### src/rtl/shift_seq.sv
// Multi-position shifter: a sequencer that drives one single-position shift cell
// (regdec) over up to 8 cycles, with IDLE/SHIFT/DONE handshake outputs.

module regdec (
  input  logic [7:0] a,
  input  logic       rl,
  output logic [7:0] s
);

  // One-place shift with zero fill; rl=1 moves toward the MSB.
  always_comb begin
    s = 8'h00;
    if (rl) begin
      s = {a[6:0], 1'b0};
    end else begin
      s = {1'b0, a[7:1]};
    end
  end

endmodule

module shift_seq (
  input  logic       clk,
  input  logic       reset,
  input  logic       start,
  input  logic       dir,
  input  logic [3:0] amount,
  input  logic [7:0] data_in,
  output logic       ready,
  output logic       busy,
  output logic       done,
  output logic [7:0] data_out
);

  typedef enum logic [1:0] {
    ST_IDLE  = 2'b00,
    ST_SHIFT = 2'b01,
    ST_DONE  = 2'b10
  } state_t;

  state_t     state_r;
  logic [3:0] cnt_r;
  logic       dir_r;
  logic [7:0] shift_s;
  logic [3:0] eff_s;

  // Shifting more than the word width gives all zeros, so cap the count at 8.
  function automatic logic [3:0] eff_count(input logic [3:0] amt);
    logic [3:0] res;
    if (amt > 4'd8) begin
      res = 4'd8;
    end else begin
      res = amt;
    end
    return res;
  endfunction

  regdec u_regdec (
    .a  (data_out),
    .rl (dir_r),
    .s  (shift_s)
  );

  // Effective shift count for the operand presented this cycle.
  always_comb begin
    eff_s = 4'd0;
    eff_s = eff_count(amount);
  end

  // Sequencer: state, counter, latched direction, working register and
  // handshake flags, all updated together so the flags track the state.
  always_ff @(posedge clk) begin
    if (reset) begin
      state_r  <= ST_IDLE;
      cnt_r    <= 4'd0;
      dir_r    <= 1'b0;
      data_out <= 8'h00;
      ready    <= 1'b1;
      busy     <= 1'b0;
      done     <= 1'b0;
    end else begin
      case (state_r)
        ST_IDLE, ST_DONE: begin
          if (start) begin
            data_out <= data_in;
            dir_r    <= dir;
            cnt_r    <= eff_s;
            if (eff_s == 4'd0) begin
              state_r <= ST_DONE;
              ready   <= 1'b1;
              busy    <= 1'b0;
              done    <= 1'b1;
            end else begin
              state_r <= ST_SHIFT;
              ready   <= 1'b0;
              busy    <= 1'b1;
              done    <= 1'b0;
            end
          end else begin
            state_r <= ST_IDLE;
            ready   <= 1'b1;
            busy    <= 1'b0;
            done    <= 1'b0;
          end
        end
        ST_SHIFT: begin
          data_out <= shift_s;
          cnt_r    <= cnt_r - 4'd1;
          // A zero count here is unreachable; finishing on it avoids a 16-cycle wrap.
          if (cnt_r <= 4'd1) begin
            state_r <= ST_DONE;
            ready   <= 1'b1;
            busy    <= 1'b0;
            done    <= 1'b1;
          end else begin
            state_r <= ST_SHIFT;
            ready   <= 1'b0;
            busy    <= 1'b1;
            done    <= 1'b0;
          end
        end
        default: begin
          state_r <= ST_IDLE;
          ready   <= 1'b1;
          busy    <= 1'b0;
          done    <= 1'b0;
        end
      endcase
    end
  end

endmodule

### config.mk
export PLATFORM = sky130hd
export DESIGN_NAME = shift_seq
export DESIGN_NICKNAME = d
export VERILOG_FILES = /design/src/rtl/shift_seq.sv
export SDC_FILE = /design/constraint.sdc
export NUM_CORES = 1
export LEC_CHECK = 0
export ABC_AREA = 1
export CORE_MARGIN = 2
export CORE_UTILIZATION = 35
export DETAILED_ROUTE_END_ITERATION = 8
export HOLD_SLACK_MARGIN = 0.12
export PLACE_DENSITY_LB_ADDON = 0.25
export SLEW_MARGIN = 10
export SYNTH_ARGS = -nofsm -noshare
export SYNTH_HDL_FRONTEND = slang
export SYNTH_HIERARCHICAL = 1
export SYNTH_SLANG_ARGS = --single-unit
### constraint.sdc
create_clock -name clk -period 1.4 [get_ports clk]
set_input_delay 0.21 -clock clk [delete_from_list [all_inputs] [get_ports clk]]
set_output_delay 0.21 -clock clk [all_outputs]
set_load 0.01 [all_outputs]
Yosys cells after proc, flatten, opt, wreduce, memory -nomap -nowiden

Cells that the tools add are included.

Output and inout port bits: 11
Bits of input ports: 16
Bits in registers: 18

Eq/ne operators: 3
Reduce and logical (&&, ||, !) cells: 6
Order comparisons: 2
Muxes and demuxes: 20
Add/sub/neg operators: 1

Operator list:

| operator              | count |
|---|---|
| $mux W8               | 2 |
| $pmux W8 S2           | 1 |
| $mux W4               | 2 |
| $pmux W4 S2           | 1 |
| $mux W1               | 7 |
| $mux W2               | 3 |
| $pmux W1 S2           | 3 |
| $gt A4 B4 Y1 const B  | 1 |
| $le A4 B1 Y1 const B  | 1 |
| $logic_not A4 Y1      | 1 |
| $pmux W2 S2           | 1 |
| $reduce_and A2 Y1     | 2 |
| $sub A4 B1 Y4 const B | 1 |
| $eq A2 B1 Y1 const B  | 1 |
| $eq A2 B2 Y1 const B  | 1 |
| $logic_not A2 Y1      | 1 |
| $ne A2 B2 Y1 const B  | 1 |
| $reduce_bool A2 Y1    | 1 |
| $reduce_or A2 Y1      | 1 |

Logic depth before layout (Yosys ltp)

Gate-level depths: netlist of run 1.

Word-level depth: 6
Mapped depth: 8

Modules after synthesis

Netlist of run 1, hierarchy kept.

Modules (own cells, without submodules):

| module    | seq. area each (sq um) | area an instance (sq um) | instances | cells an instance |
|---|---|---|---|---|
| shift_seq | 320.3                  | 780.7                    | 1         | 101 |
| regdec    | 0.0                    | 97.6                     | 1         | 24 |

Least setup slack after synthesis of run 1

OpenSTA, ideal clock, no wires.

Path type: reg-to-reg
From: register cnt_r[0]
To: register ready
Slack: 0.294 ns
Cell stages (with the launch flop): 6
Required time: 1.276 ns
Arrival time: 0.981 ns
Cell sequence: dfxtp_1 > inv_1 > ha_1 > o21a_1 > o21ai_0 > nand2_1

Longest elaborated chain between the ends: 3

RTL lines:

| element                | line | source |
|---|---|---|
| start, declared        | 42   | `logic [3:0] cnt_r;` |
| start signal, assigned | 87   | `cnt_r <= eff_s;` |
| start signal, assigned | 108  | `cnt_r <= cnt_r - 4'd1;` |
| $le A4 B1 Y1           | 110  | `if (cnt_r <= 4'd1) begin` |
| $mux W1                | 110  |  |
| $pmux W1 S2            | 82   | `case (state_r)` |
| end signal, assigned   | 90   | `ready <= 1'b1;` |
| end signal, assigned   | 112  | `ready <= 1'b1;` |
| end signal, assigned   | 117  | `ready <= 1'b0;` |
| end, declared          | 29   | `output logic ready,` |

Every way passes these cells.
A chain may end at the register's enable or synchronous reset.

Worst setup path in the final report of run 1

From: register ready
To: output port ready

RTL lines:

| element                | line | source |
|---|---|---|
| start signal, assigned | 78   | `ready <= 1'b1;` |
| start signal, assigned | 90   |  |
| start signal, assigned | 95   | `ready <= 1'b0;` |

No word-level cell between the ends.

==> flow_summary.ini, run 1 <==
[outcome]
outcome = finished clean

[critical_path]
crit_chain = clkdlybuf4s50_1
slowest_delay_ns = 0.52
cp_slowest_cell = clkdlybuf4s50_1
crit_cells = 1
crit_required_ns = 1.19
critPathCaptureType = primary output
path_buf_inv = 1
crit_fanout = 1
reg2reg_depth = 6
crit_type = flop to primary output
arrival_ns = 1.13
cpLargestDelayFamily = buffers and inverters
crit_path_start_kind = flop

[min_path]
holdPathStages = 2
min_path_type = flop to flop

[power]
power.density_nw_per_um2 = 1010
power_mw = 1.24
ir_worst_vdd_uv = 542
leakage_nw = 0.588

[sta]
finalSetupViolations = 0
fin_ws_ns = 0.0591
maxSlewViolCount = 0
whs_ns = 0.515
fin_worst_skew_ns = 0.00751
rsz0062_at_grt = false
fin_crit_ns = 1.34
finalCritPeriodShare = 0.958
worst_pin_slew_ns = 0.195
fmax_ghz = 0.746
fin_setup_tns_ns = 0
max_slew_margin = 0.868
final_hold_viol_count = 0

[grt]
grt_pass1_wl_um = 3640
overflow = 0
track_usage = 0.174
grt_antenna_before_repair = 0
grt_max_degree = 11
grt_pass1_vias = 856

[clock_tree]
clkTransAtPathRegs_ns = 0.10
cts.hold.buffers_added = 0
clock_latency_ns = 0.28
postCtsSetupRepairBufs = 0
cts_tree = yes
cts_inserted_buffers = 3
cts-root-buf = clkbuf_4
cts_buffer_depth = 2
cts_sinks = 16
htreeDepth = 1

[layout]
utilization = 0.503
num-nets-final = 177
fillCellCount = 257
num_antenna_cells = 0
drive_above_1_share = 0.134
layout-area-overhead-vs-synth_pct = 39.3

[die]
dieHeight_um = 54.1
io_pins = 27
initial_core_util = 0.361
die_area_um2 = 2930
rows = 18
fp.coreArea_um2 = 2430
die_w_um = 54.1

[yosys]
synth_fp_nets = 143
syn-cell-area_um2 = 878
synth.avg_cell_area_um2 = 7.03
synth_cell_types = 22
yosysWarningCount = 6
netlist_instances = 125
ys_seq_elements = 16
yosysSeqAreaShare = 0.365

[placement]
preCtsSetupSlack_ns = -0.00148
gp_congestion = 0.885
port_buffers = 26
dp_hpwl_um = 1570

[route]
routed_wirelength_um = 2130
vias_per_cell = 4.95
vias = 926
drc = 0
dr.pass1.iters = 4
final_antenna_net_count = 0
drtIter0Drc = 16
wl_per_cell_um = 11.4

[job]
drv_cap = 0
cells by family after synthesis:
| kind of cell | synth area share |
|---|---|
| simple gates | 0.252 |
| compound gates | 0.226 |
| buf+inv | 0.128 |
| flops | 0.365 |
| fa+ha+maj | 0.0285 |
placed cells by master, fill, tap and decap left out, types with 2 or more instances in the layout:
cell             instances
nand2_1                 30
clkdlybuf4s50_1         16
dfxtp_1                 15
inv_1                   14
a21oi_1                 11
o21ai_1                 10
dlygate4sd2_1           10
nor2_1                   9
o22ai_1                  8
buf_4                    7
nand3_1                  6
nand2_2                  3
clkbuf_4                 3
nand3_2                  2
o21ai_0                  2
ha_1                     2
buf_12                   2
state kept, by name, summed over array words and instances (netlist names):
register	flops
busy	1
done	1
ready	1
data_out	8
dir_r	1
cnt_r	4
cell usage after synthesis:
| library cell | number | area (um^2) |
|---|---|---|
| nor2_2 | 1 | 6.26 |
| o211ai_1 | 1 | 7.51 |
| o21ai_1 | 9 | 45.0 |
| inv_1 | 14 | 52.6 |
| clkbuf_8 | 1 | 13.8 |
| o21a_1 | 1 | 7.51 |
| nor2_1 | 9 | 33.8 |
| nand3_2 | 2 | 20.0 |
| buf_2 | 1 | 5.00 |
| ha_1 | 2 | 25.0 |
| o22ai_1 | 8 | 50.1 |
| inv_2 | 1 | 3.75 |
| buf_6 | 2 | 22.5 |
| a31oi_1 | 1 | 6.26 |
| o211ai_2 | 1 | 12.5 |
| nand2_1 | 30 | 113 |
| a21oi_1 | 11 | 55.1 |
| nand2_2 | 3 | 18.8 |
| o21ai_0 | 3 | 15.0 |
| dfxtp_1 | 16 | 320 |
| nand3_1 | 6 | 30.0 |
| buf_4 | 2 | 15.0 |
through the flow:
stage / instance area (um^2) / cells
after floorplan: 878 / 125
after global placement: 1210 / 184
after detailed placement: 1210 / 184
after CTS: 1220 / 187
after global routing: 1220 / 187
final: 1220 / 187
layer usage:
| metal | wire length (um) | GRT usage | up-vias | part of all wire |
|---|---|---|---|---|
| li1 | - | - | 478 | - |
| met1 | 970 | 0.215 | 422 | 0.46 |
| met2 | 1010 | 0.283 | 24 | 0.48 |
| met3 | 127 | 0.0444 | 2 | 0.060 |
| met4 | 15 | 0.0792 | 0 | 0.0070 |
| met5 | 0 | 0 | - | 0 |
where the power goes:
part | leakage (nW) | internal [mW] | switching, mW
registers | 0.133 | 0.511 | 0.0500
logic | 0.441 | 0.215 | 0.216
clock network | 0.0138 | 0.0998 | 0.146
total | 0.588 | 0.827 | 0.412
repair_timing:
action,CTS,global route
setup endpoints to repair,10,2
gates resized for setup,11,1
pin swaps,0,0
layout make-up:
cell class                 count  area [um^2]  area share
clock buffer                   3         22.5      0.0184
inverter                      15         56.3      0.0460
multi-input combinational     88          445       0.364
sequential                    16          322       0.263
tap                           30         37.5      0.0307
timing repair buffer          35          340       0.278
path summary, 6_finish.rpt:
| kind | from | endpoint | slack, ns |
|---|---|---|---|
| max | ready | ready | 0.06 |
| min | cnt_r[3] | cnt_r[3] | 0.52 |
| max reg2reg | done | data_out[5] | 0.18 |
| min reg2reg | cnt_r[3] | cnt_r[3] | 0.52 |
Note: power is estimated with default switching activity, not from simulation.
==> run 2: changes to the inputs <==
Settings changed: CAP_MARGIN set to 20.
==> results of run 2 <==
Final layout, timing and power as in run 1 (identical DEF).
